==> src/rtl/mode_arbiter_pkg.sv <==
// Shared types for mode_arbiter: stopwatch FSM encoding and function indices.
// Pure definitions; no latency or backpressure.
package mode_arbiter_pkg;

  typedef enum logic [1:0] {
    SW_IDLE  = 2'd0,
    SW_RUN   = 2'd1,
    SW_PAUSE = 2'd2
  } sw_state_t;

  localparam logic [1:0] FN_CLOCK = 2'd0;
  localparam logic [1:0] FN_SW    = 2'd1;
  localparam logic [1:0] FN_TIMER = 2'd2;
  localparam logic [1:0] FN_ALARM = 2'd3;

  function automatic logic [3:0] fn_onehot(input logic [1:0] idx);
    return 4'b0001 << idx;
  endfunction

endpackage

==> src/rtl/mode_arbiter_btn_debounce.sv <==
// Push-button synchronizer + ms-tick debouncer; pulse is combinational, one cycle
// on the accepted 0->1 change. No backpressure: the pulse is fire-and-forget.
module btn_debounce #(
  parameter int DEBOUNCE_MS = 20
) (
  input  logic clk,
  input  logic reset,
  input  logic raw,
  input  logic ms_tick,
  output logic pulse
);

  localparam int CW = (DEBOUNCE_MS > 1) ? $clog2(DEBOUNCE_MS + 1) : 1;

  logic [1:0]    sync_ff;
  logic          sync;
  logic          level;
  logic [CW-1:0] cnt;
  logic          accept;

  always_ff @(posedge clk or posedge reset) begin
    if (reset) begin
      sync_ff <= 2'b00;
    end else begin
      sync_ff <= {sync_ff[0], raw};
    end
  end

  assign sync   = sync_ff[1];
  assign accept = ms_tick && (sync != level) && (cnt == CW'(DEBOUNCE_MS - 1));
  assign pulse  = accept && sync;

  // Any cycle where the input agrees with the accepted level restarts the count.
  always_ff @(posedge clk or posedge reset) begin
    if (reset) begin
      cnt   <= '0;
      level <= 1'b0;
    end else if (sync == level) begin
      cnt <= '0;
    end else if (ms_tick) begin
      if (accept) begin
        level <= sync;
        cnt   <= '0;
      end else begin
        cnt <= cnt + 1'b1;
      end
    end
  end

endmodule

==> src/rtl/mode_arbiter.sv <==
// Routes debounced start/modify pulses to the function picked by the mode switches and
// runs the stopwatch FSM; pulses/owner registered (1 cycle), no backpressure. Option: LAP_EN.
module mode_arbiter
  import mode_arbiter_pkg::*;
#(
  parameter int CLK_PER_MS  = 100000,
  parameter int DEBOUNCE_MS = 20
) (
  input  logic       clk,
  input  logic       reset,
  input  logic       start,
  input  logic       modify,
  input  logic [3:0] mode,
  output logic [1:0] owner,
  output logic [3:0] ld_mode,
  output logic [3:0] start_p,
  output logic [3:0] modify_p,
  output logic       sw_run,
  output logic       sw_clr,
  output logic       lap_hold
);

  localparam int PW = (CLK_PER_MS > 1) ? $clog2(CLK_PER_MS) : 1;

  logic [PW-1:0] pre_cnt;
  logic          ms_tick;
  logic [3:0]    mode_s1, mode_s2;
  logic          start_pulse, modify_pulse;
  logic [1:0]    owner_nxt;
  sw_state_t     state, state_nxt;
  logic          clr_nxt;
  logic          sw_start, sw_mod;

  assign ms_tick = (pre_cnt == PW'(CLK_PER_MS - 1));

  always_ff @(posedge clk or posedge reset) begin
    if (reset) begin
      pre_cnt <= '0;
    end else if (ms_tick) begin
      pre_cnt <= '0;
    end else begin
      pre_cnt <= pre_cnt + 1'b1;
    end
  end

  always_ff @(posedge clk or posedge reset) begin
    if (reset) begin
      mode_s1 <= 4'b0000;
      mode_s2 <= 4'b0000;
    end else begin
      mode_s1 <= mode;
      mode_s2 <= mode_s1;
    end
  end

  btn_debounce #(.DEBOUNCE_MS(DEBOUNCE_MS)) u_start_db (
    .clk     (clk),
    .reset   (reset),
    .raw     (start),
    .ms_tick (ms_tick),
    .pulse   (start_pulse)
  );

  btn_debounce #(.DEBOUNCE_MS(DEBOUNCE_MS)) u_modify_db (
    .clk     (clk),
    .reset   (reset),
    .raw     (modify),
    .ms_tick (ms_tick),
    .pulse   (modify_pulse)
  );

  always_comb begin
    owner_nxt = owner;
    case (mode_s2)
      4'b0001: owner_nxt = FN_CLOCK;
      4'b0010: owner_nxt = FN_SW;
      4'b0100: owner_nxt = FN_TIMER;
      4'b1000: owner_nxt = FN_ALARM;
      default: owner_nxt = owner;
    endcase
  end

  // Routing by owner_nxt lets a pulse that coincides with a switch change follow the new owner.
  always_ff @(posedge clk or posedge reset) begin
    if (reset) begin
      owner    <= FN_CLOCK;
      start_p  <= 4'b0000;
      modify_p <= 4'b0000;
    end else begin
      owner    <= owner_nxt;
      start_p  <= start_pulse  ? fn_onehot(owner_nxt) : 4'b0000;
      modify_p <= modify_pulse ? fn_onehot(owner_nxt) : 4'b0000;
    end
  end

  assign ld_mode  = fn_onehot(owner);
  assign sw_start = start_p[FN_SW];
  assign sw_mod   = modify_p[FN_SW];

  always_ff @(posedge clk or posedge reset) begin
    if (reset) begin
      state  <= SW_IDLE;
      sw_clr <= 1'b0;
    end else begin
      state  <= state_nxt;
      sw_clr <= clr_nxt;
    end
  end

  always_comb begin
    state_nxt = state;
    clr_nxt   = 1'b0;
    case (state)
      SW_IDLE: begin
        if (sw_start) state_nxt = SW_RUN;
      end
      SW_RUN: begin
        if (sw_start) state_nxt = SW_PAUSE;
      end
      SW_PAUSE: begin
        if (sw_start) begin
          state_nxt = SW_RUN;
        end else if (sw_mod) begin
          state_nxt = SW_IDLE;
          clr_nxt   = 1'b1;
        end
      end
      default: state_nxt = SW_IDLE;
    endcase
  end

  assign sw_run = (state == SW_RUN);

`ifdef LAP_EN
  logic lap_nxt;

  always_comb begin
    lap_nxt = lap_hold;
    if (state == SW_RUN && !sw_start && sw_mod) begin
      lap_nxt = ~lap_hold;
    end else if (state != SW_IDLE && state_nxt == SW_IDLE) begin
      lap_nxt = 1'b0;
    end
  end

  always_ff @(posedge clk or posedge reset) begin
    if (reset) begin
      lap_hold <= 1'b0;
    end else begin
      lap_hold <= lap_nxt;
    end
  end
`else
  assign lap_hold = 1'b0;
`endif

endmodule

==> config.mk <==
export PLATFORM = sky130hd
export DESIGN_NAME = mode_arbiter
export DESIGN_NICKNAME = d
export VERILOG_FILES = /design/src/rtl/mode_arbiter_pkg.sv /design/src/rtl/mode_arbiter_btn_debounce.sv /design/src/rtl/mode_arbiter.sv
export SDC_FILE = /design/constraint.sdc
export NUM_CORES = 1
export LEC_CHECK = 0
export CAP_MARGIN = 25
export CORE_ASPECT_RATIO = 1.2
export CORE_MARGIN = 3
export CORE_UTILIZATION = 25
export CTS_BUF_LIST = sky130_fd_sc_hd__clkbuf_4 sky130_fd_sc_hd__clkbuf_8 sky130_fd_sc_hd__clkbuf_16
export CTS_CLUSTER_SIZE = 20
export DETAILED_ROUTE_END_ITERATION = 7
export SYNTH_ARGS = -nofsm -noshare
export SYNTH_HDL_FRONTEND = slang
export SYNTH_SLANG_ARGS = --single-unit
==> constraint.sdc <==
create_clock -name clk -period 2.9 [get_ports clk]
set_clock_uncertainty 0.05 [all_clocks]
set_input_delay 0.435 -clock clk [delete_from_list [all_inputs] [get_ports clk]]
set_output_delay 0.435 -clock clk [all_outputs]
set_load 0.03 [all_outputs]
==> flow_summary_export.csv, run 1 <==
group,metric,value,unit
critical_path,critPathLaunchType,"flip-flop",
routing,wirelength,4480,µm
cts,cts_setup_buffers,0,
power,switching_share,21.4,%
power,powerDensity,513,nW/µm²
job,cap_violations,0,
die,fp.dieH,113,µm
sta,slew_violations,0,
critical_path,cp.arrival,2290,ps
place,pre_cts_slack,768,ps
final_layout,multiInputGateArea,980,µm²
sta,setup_tns,0,ps
power,leakage,1.23,nW
final_layout,drive_gt1_share,8.75,%
cts,htree_num_levels,2,
global_routing,grt_max_degree,36,
hold_path,hp-class,"reg2reg",
logic_synthesis,synth_nets,223,
place,gp_congestion,0.766,
place,io_buffers,23,
global_routing,grt.overflow.total,0,
die,die_w,95.3,µm
logic_synthesis,syn_area_per_cell,11.3,µm²
logic_synthesis,yosys_warnings,0,
cts,cts_buffers,5,
die,rows,38,
global_routing,antenna_found_initial,0,
routing,drc,0,
cts,clock_sinks,54,
final_layout,antenna_cells,0,
logic_synthesis,yosys_register_bits,54,
final_layout,register_area,1350,µm²
power,p_comb_share,7.0,%
sta,slew_headroom,64.0,%
power,p_int,0.00117,W
sta,rsz0062_at_grt,"no",
routing,dr.pass1.iters,4,
power,clkPwrFrac,41.0,%
cts,cts_root_buffer,"clkbuf_8",
power,ir_worst_vdd,0.000189,V
die,die-area,10800,µm²
power,switchingPower,0.000319,W
logic_synthesis,netlist_area,2390,µm²
global_routing,grt_pass1_vias,1744,
sta,setup_slack,793,ps
logic_synthesis,synth_enable_flop_cells,0,
critical_path,path_buf_inv,0,
sta,fin_crit,2110,ps
die,initial_utilization,26.1,%
sta,fmax,475,MHz
power,seqPwrFrac,52.1,%
logic_synthesis,synthFlopType,"dfrtp_1",
critical_path,cp_slowest_cell,"or4_1",
routing,vias,1670,
logic_synthesis,yosysUniqueCellTypes,43,
sta,fin_crit_sh,72.7,%
power,power.total,0.00149,W
routing,viasPerCell,4.64,
critical_path,path_max_fanout,12,
sta,hold_viol,0,
place,dpl.hpwl,3200,µm
critical_path,crit_path_end_kind,"flip-flop",
critical_path,critPathMaxStageDelay,600,ps
final_layout,filler_cell_count,920,
cts,insertion_delay,310,ps
critical_path,crit_chain,"ha_1, and2_2, nand3_1, or4_1, a21oi_1",
logic_synthesis,synthArstFlopShare,100,%
sta,tightestPinTransition,537,ps
cts,cts.path.max_buffers,2,
logic_synthesis,synthCells,212,
routing,avgRoutedWirePerCell,12.4,µm
cts,cts.repair.resized,0,
critical_path,critPathKind,"reg2reg",
cts,cts_tree,"done",
sta,finalSetupViolations,0,
final_layout,syn2layout_area_growth,21.7,%
final_layout,nNetsFinal,250,
die,core,9180,µm²
routing,dr.first_iter.drc_count,45,
cts,hold_buffers,0,
critical_path,cpLargestDelayFamily,"simple AND/OR/NAND/NOR gates",
die,pin_count,25,
global_routing,track_usage,9.27,%
global_routing,grt_pass1_wl,7840,µm
routing,ant_nets,0,
run_status,status,"finished clean",
logic_synthesis,ys_seq_area_share,56.5,%
cts,path_clk_slew,100,ps
critical_path,crit_required,3090,ps
==> metrics by stage <==
step	util [%]	hold WS [ps]	area, µm²	std cells
floorplan	-	281	2390	212
global placement	30.2	286	2770	352
detailed placement	30.2	285	2770	352
CTS	31.7	308	2910	360
global route	31.7	317	2910	360
finish	31.7	305	2910	360
==> cells in the final DEF, fill, tap and decap left out, drive strengths merged, types with 6 or more instances in the layout <==
cell type,n
clkdlybuf4s50,23
clkbuf,6
or4,8
xor2,6
xnor2,9
nand3,11
dfrtp,54
a21oi,9
nor2b,9
nor2,13
o21ai,11
nor3,13
nand4,9
inv,8
==> registers in the layout (all words and copies together) (netlist names) <==
name and cells:
u_modify_db.level 1, u_start_db.sync_ff 2, modify_p 4, u_start_db.cnt 5, u_modify_db.cnt 5, mode_s2 4
owner 2, u_start_db.level 1, state 2, pre_cnt 17, start_p 4, mode_s1 4
sw_clr 1, u_modify_db.sync_ff 2
==> Yosys cell counts (2+ instances only) <==
master | count | share of area, %
a21o_1 | 3 | 0.94
a21oi_1 | 9 | 1.9
and2_1 | 3 | 0.78
and2_2 | 2 | 0.63
and3_1 | 3 | 0.78
and3b_1 | 2 | 0.73
clkbuf_1 | 2 | 0.31
dfrtp_1 | 54 | 56
ha_1 | 3 | 1.6
inv_1 | 8 | 1.3
mux2_2 | 3 | 1.4
nand2_1 | 5 | 0.78
nand3_1 | 11 | 2.3
nand4_1 | 8 | 2.1
nand4b_1 | 2 | 0.73
nor2_1 | 12 | 1.9
nor2b_1 | 9 | 2.4
nor3_1 | 13 | 2.7
nor4bb_1 | 2 | 0.84
o21ai_0 | 11 | 2.3
o31ai_1 | 5 | 1.6
or4_1 | 8 | 2.5
xnor2_1 | 9 | 3.3
xor2_1 | 6 | 2.2
==> routing by layer <==
metal  up-vias  wire, µm  part of all wire [%]  global-route usage, %
met2        32      2190                    49                   15.8
met4         0       115                   2.6                   5.20
met1       818      1960                    44                   10.4
met3         8       208                   4.6                   2.26
met5         -         0                     0                      0
li1        812         -                     -                      -
==> power by group through the flow <==
stage               logic (W)  clock network [W]  registers (W)
detailed placement   0.000106                  0       0.000793
global placement     0.000106                  0       0.000792
global route         0.000115           0.000661       0.000780
finish               0.000104           0.000612       0.000777
floorplan           0.0000545                  0       0.000797
CTS                  0.000107           0.000631       0.000778
==> worst register-to-register path: cells and delay by family, from the launching register on <==
kind | cells | cell delay [ps]
and+or+nand+nor | 3 | 1110
DFF | 1 | 430
adders and majority gates | 1 | 290
AOI/OAI and AO/OA | 1 | 150
==> cell families after synthesis <==
kind of cell    count (synthesis)  share of synthesized area (%)
simple gates                   90                           23.8
mux                             3                           1.41
buf+inv                        13                           2.56
compound gates                 33                           8.47
fa+ha+maj                       3                           1.57
xor+xnor                       15                           5.49
other cells                     1                          0.157
flops                          54                           56.5
==> cell type report <==
class	count	area share [%]
Multi-Input combinational cell	145	33.6
Clock inverter	2	2.06
Timing Repair Buffer	25	8.85
Tap cell	120	5.16
Inverter	8	1.03
Sequential cell	54	46.4
Clock buffer	6	2.84
==> path summary, 6_finish.rpt <==
check                                  startpoint                endpoint  slack (ps)  cells past startpoint
max                                    pre_cnt[0]      u_modify_db.cnt[3]         790                      5
min                        u_modify_db.sync_ff[0]  u_modify_db.sync_ff[1]         310                      0
max reg2reg                            pre_cnt[0]      u_modify_db.cnt[3]         790                      5
min reg2reg                u_modify_db.sync_ff[0]  u_modify_db.sync_ff[1]         310                      0
max in group asynchronous                   reset             modify_p[2]        1880                      3
min in group asynchronous                   reset      u_modify_db.cnt[2]         390                      2
Note: power is estimated with default switching activity, not from simulation.
==> run 2, diff against run 1 <==
==> constraint.sdc (replaced) <==
create_clock -name clk -period 2.1 [get_ports clk]
set_clock_uncertainty 0.05 [all_clocks]
set_input_delay 0.315 -clock clk [delete_from_list [all_inputs] [get_ports clk]]
set_output_delay 0.315 -clock clk [all_outputs]
set_load 0.03 [all_outputs]
==> flow_summary_export.csv, run 2 (synthesis results as in run 1) <==
group,metric,value,unit
critical_path,crit_path_end_kind,"flip-flop",
global_routing,grt.overflow.total,0,
routing,avgRoutedWirePerCell,11.7,µm
sta,rsz0062_at_grt,"no",
cts,hold_buffers,0,
routing,vias,1653,
die,pin_count,25,
sta,hold_ws,308,ps
power,p_comb_share,8.0,%
final_layout,fin_area,2880,µm²
sta,fmax,508,MHz
sta,setup_tns,0,ps
cts,cts_tree,"done",
final_layout,drive_gt1_share,9.50,%
cts,htree_num_levels,2,
cts,cts_buffers,5,
die,fp.dieH,113,µm
cts,path_clk_slew,100,ps
power,ir_worst_vdd,0.000244,V
global_routing,grt_pass1_vias,1601,
sta,fin_crit_sh,93.8,%
power,powerDensity,622,nW/µm²
cts,cts.repair.resized,0,
die,die_w,95.3,µm
sta,tightestPinTransition,512,ps
routing,drc,0,
final_layout,antenna_cells,0,
place,gp_congestion,0.753,
final_layout,regMostFlops,"pre_cnt",
cts,clock_sinks,54,
die,core,9180,µm²
final_layout,largest_reg_flops,17,
power,clkPwrFrac,32.1,%
job,cap_violations,0,
sta,fin_crit,1970,ps
global_routing,track_usage,8.71,%
critical_path,crit_required,2280,ps
routing,dr.first_iter.drc_count,92,
run_status,status,"finished clean",
routing,wirelength,4250,µm
power,seqPwrFrac,59.9,%
critical_path,path_max_fanout,12,
final_layout,filler_cell_count,938,
critical_path,critPathLaunchType,"flip-flop",
power,p_int,0.00136,W
global_routing,grt_max_degree,55,
sta,slew_headroom,65.7,%
power,leakage,1.24,nW
global_routing,antenna_found_initial,0,
hold_path,hp-class,"reg2reg",
power,switching_share,23.9,%
critical_path,cp.arrival,2150,ps
place,dpl.hpwl,3010,µm
place,placed_cells,354,
sta,hold_viol,0,
sta,slew_violations,0,
global_routing,grt_pass1_wl,7380,µm
critical_path,critPathKind,"reg2reg",
die,rows,38,
die,die-area,10800,µm²
cts,cts.path.max_buffers,2,
die,initial_utilization,26.1,%
routing,viasPerCell,4.57,
final_layout,finalNonFillerCells,362,
routing,ant_nets,0,
cts,cts_setup_buffers,0,
sta,finalSetupViolations,0,
power,switchingPower,0.000428,W
cts,insertion_delay,300,ps
final_layout,syn2layout_area_growth,20.2,%
place,dpl_cell_area,2780,µm²
final_layout,nNetsFinal,252,
final_layout,largestRegisters,"pre_cnt: 17 flops, u_modify_db.cnt: 5 flops, u_start_db.cnt: 5 flops",
routing,dr.pass1.iters,4,
final_layout,final_common_cell,"dfrtp_1",
final_layout,most-common-layout-cells,"dfrtp_1, clkdlybuf4s50_1, nor3_1, nor2_1",
cts,cts_root_buffer,"clkbuf_8",
place,io_buffers,23,
==> run 2: worst max-delay path: stages (launching register included) <==
cell,delay [ps]
dfrtp_1,450
ha_1,200
and2_2,170
nand3_1,290
or4_1,590
a21oi_1,150
==> run 2: layer usage <==
metal	global-route usage [%]	vias up	wire, µm
met5	0	-	0
met4	5.00	0	115
met3	2.26	10	210
met2	13.8	37	2010
met1	10.5	786	1920
li1	-	820	-
==> run 2: final cells by class <==
type                    instances  area [µm²]  area share, %
clock inverters                 2        13.8          0.478
clock buffers                   6        76.3           2.65
repair buffers                 27         275           9.57
well taps                     120         150           5.22
inverters                       8        30.0           1.04
flip-flops and latches         54        1350           47.0
multi-input cells             145         980           34.1
==> run 2: through the flow <==
stage | total power, W | util [%] | setup WS, ps
floorplan | 0.00118 | - | 279
global placement | 0.00124 | 30.3 | 236
detailed placement | 0.00124 | 30.3 | 159
CTS | 0.00183 | 31.3 | 83.2
global route | 0.00188 | 31.3 | 14.9
finish | 0.00179 | 31.3 | 130
==> run 2: path summary, 6_finish.rpt <==
path | start | end | slack [ps] | depth (start not counted)
min in group asynchronous | reset | mode_s2[2] | 320 | 3
min | u_start_db.sync_ff[0] | u_start_db.sync_ff[1] | 310 | 0
min reg2reg | u_start_db.sync_ff[0] | u_start_db.sync_ff[1] | 310 | 0
max in group asynchronous | reset | pre_cnt[4] | 1430 | 3
max | pre_cnt[0] | u_start_db.cnt[3] | 130 | 5
max reg2reg | pre_cnt[0] | u_start_db.cnt[3] | 130 | 5
==> run 2: power groups by stage <==
stage | clock network [W] | logic (W) | registers [W]
3_5_place_dp | 0 | 0.000146 | 0.00109
3_3_place_gp | 0 | 0.000145 | 0.00109
4_1_cts | 0.000606 | 0.000147 | 0.00107
2_1_floorplan | 0 | 0.0000752 | 0.00110
5_1_grt | 0.000647 | 0.000157 | 0.00108
6_report | 0.000575 | 0.000143 | 0.00107
==> run 3, diff against run 2 <==
--- a/config.mk
+++ b/config.mk
@@ -12,6 +12,7 @@
 export CTS_BUF_LIST = sky130_fd_sc_hd__clkbuf_4 sky130_fd_sc_hd__clkbuf_8 sky130_fd_sc_hd__clkbuf_16
 export CTS_CLUSTER_SIZE = 20
 export DETAILED_ROUTE_END_ITERATION = 7
+export RECOVER_POWER = 100
 export SYNTH_ARGS = -nofsm -noshare
 export SYNTH_HDL_FRONTEND = slang
 export SYNTH_SLANG_ARGS = --single-unit
==> flow_summary_export.csv, run 3 (synthesis results as in run 1) <==
group,metric,value,unit
power,power.total,0.00178,W
job,cap_violations,0,
routing,dr.pass1.iters,4,
sta,fin_crit,1990,ps
critical_path,r2r_setup_slack,160,ps
global_routing,grt_pass1_wl,7380,µm
cts,cts.path.max_buffers,2,
final_layout,syn2layout_area_growth,18.7,%
power,powerDensity,627,nW/µm²
power,switchingPower,0.000429,W
cts,hold_buffers,0,
final_layout,final_common_cell,"dfrtp_1",
final_layout,most-common-layout-cells,"dfrtp_1, dlygate4sd3_1, nor2_1, nor3_1",
die,die-area,10800,µm²
sta,rsz0062_at_grt,"no",
sta,slew_violations,0,
hold_path,hp-class,"reg2reg",
die,pin_count,25,
critical_path,r2r-start,"pre_cnt[0]",
power,switching_share,24.1,%
power,leakage,1.24,nW
final_layout,antenna_cells,0,
cts,insertion_delay,300,ps
final_layout,fin_util,30.9,%
final_layout,multiInputGateArea,972,µm²
routing,vias,1651,
final_layout,drive_gt1_share,7.85,%
die,rows,38,
cts,path_clk_slew,100,ps
cts,htree_num_levels,2,
routing,dr.first_iter.drc_count,90,
place,io_buffers,23,
die,die_w,95.3,µm
critical_path,startpoint,"owner[1]",
place,pre_cts_slack,159,ps
final_layout,largest_reg_flops,17,
final_layout,filler_cell_count,941,
sta,tightestPinTransition,1300,ps
critical_path,crit_required,1740,ps
hold_path,hold_depth,0,
critical_path,worst-r2r-cell-count,5,
hold_path,holdCritStartpoint,"u_start_db.sync_ff[0]",
global_routing,antenna_found_initial,0,
sta,slew_headroom,13.2,%
critical_path,cp.arrival,1620,ps
cts,cts_buffers,5,
final_layout,largestRegisters,"pre_cnt: 17 flops, u_modify_db.cnt: 5 flops, u_start_db.cnt: 5 flops",
critical_path,timing.rr.end,"u_start_db.cnt[3]",
routing,wirelength,4260,µm
routing,avgRoutedWirePerCell,11.8,µm
sta,fmax,503,MHz
critical_path,crit_path_end_kind,"output port",
global_routing,track_usage,8.71,%
critical_path,critPathKind,"reg2out",
run_status,status,"finished clean",
routing,ant_nets,0,
die,fp.dieH,113,µm
routing,drc,0,
die,core,9180,µm²
power,ir_worst_vdd,0.000243,V
sta,hold_viol,0,
final_layout,fin_area,2840,µm²
final_layout,register_area,1350,µm²
sta,fin_crit_sh,94.7,%
final_layout,nNetsFinal,252,
global_routing,grt.overflow.total,0,
power,p_comb_share,7.4,%
cts,cts_tree,"done",
hold_path,whs_endpoint,"u_start_db.sync_ff[1]",
global_routing,grt_pass1_vias,1601,
place,dpl_cell_area,2780,µm²
final_layout,regMostFlops,"pre_cnt",
global_routing,grt_max_degree,55,
place,dpl.hpwl,3010,µm
power,clkPwrFrac,32.3,%
die,initial_utilization,26.1,%
sta,setup_slack,111,ps
critical_path,critPathLaunchType,"flip-flop",
critical_path,path_max_fanout,8,
power,p_int,0.00135,W
power,seqPwrFrac,60.2,%
cts,clock_sinks,54,
cts,cts_root_buffer,"clkbuf_8",
sta,finalSetupViolations,0,
sta,setup_tns,0,ps
place,gp_congestion,0.753,
routing,viasPerCell,4.56,
## run 3: how the worst max path moves through the flow
stage,to,cells past startpoint
after CTS,sw_run,3
after detailed placement,u_start_db.cnt[3],5
after floorplan,u_start_db.cnt[0],6
after global placement,u_start_db.cnt[3],5
final,ld_mode[2],2
after global routing,ld_mode[1],2
## run 3: what timing repair did
| action | 4_1_cts | 5_1_grt |
|---|---|---|
| setup buffers | 0 | 0 |
| endpoints found under the setup margin | 0 | 1 |
| resized for setup | 0 | 1 |
## run 3: per-layer routing
layer	part of all wire, %	vias up	routed length [µm]	global-route usage [%]
met5	0	-	0	0
met1	45	787	1930	10.5
met4	2.7	0	115	5.00
met2	47	35	2000	13.8
li1	-	819	-	-
met3	4.8	10	206	2.26
## run 3: cell type report
cell class	count	area share, %
Tap cell	120	5.29
Clock inverter	2	0.485
Multi-Input combinational cell	145	34.2
Sequential cell	54	47.6
Inverter	8	1.06
Clock buffer	6	2.69
Timing Repair Buffer	27	8.64
## run 3: stage by stage
step,instances,hold slack [ps]
floorplan,212,281
global placement,354,283
detailed placement,354,289
CTS,362,311
global route,362,313
finish,362,308
## run 3: power groups by stage
stage | Sequential, W | Clock [W] | Combinational [W]
final | 0.00107 | 0.000576 | 0.000132
after global routing | 0.00108 | 0.000647 | 0.000147
after CTS | 0.00107 | 0.000606 | 0.000147
after detailed placement | 0.00109 | 0 | 0.000146
after global placement | 0.00109 | 0 | 0.000145
after floorplan | 0.00110 | 0 | 0.0000752
## run 3: worst max-delay path, stage by stage (launching register included)
cell           delay [ps]
dfrtp_1               450
nor2b_1               140
dlygate4sd3_1         740
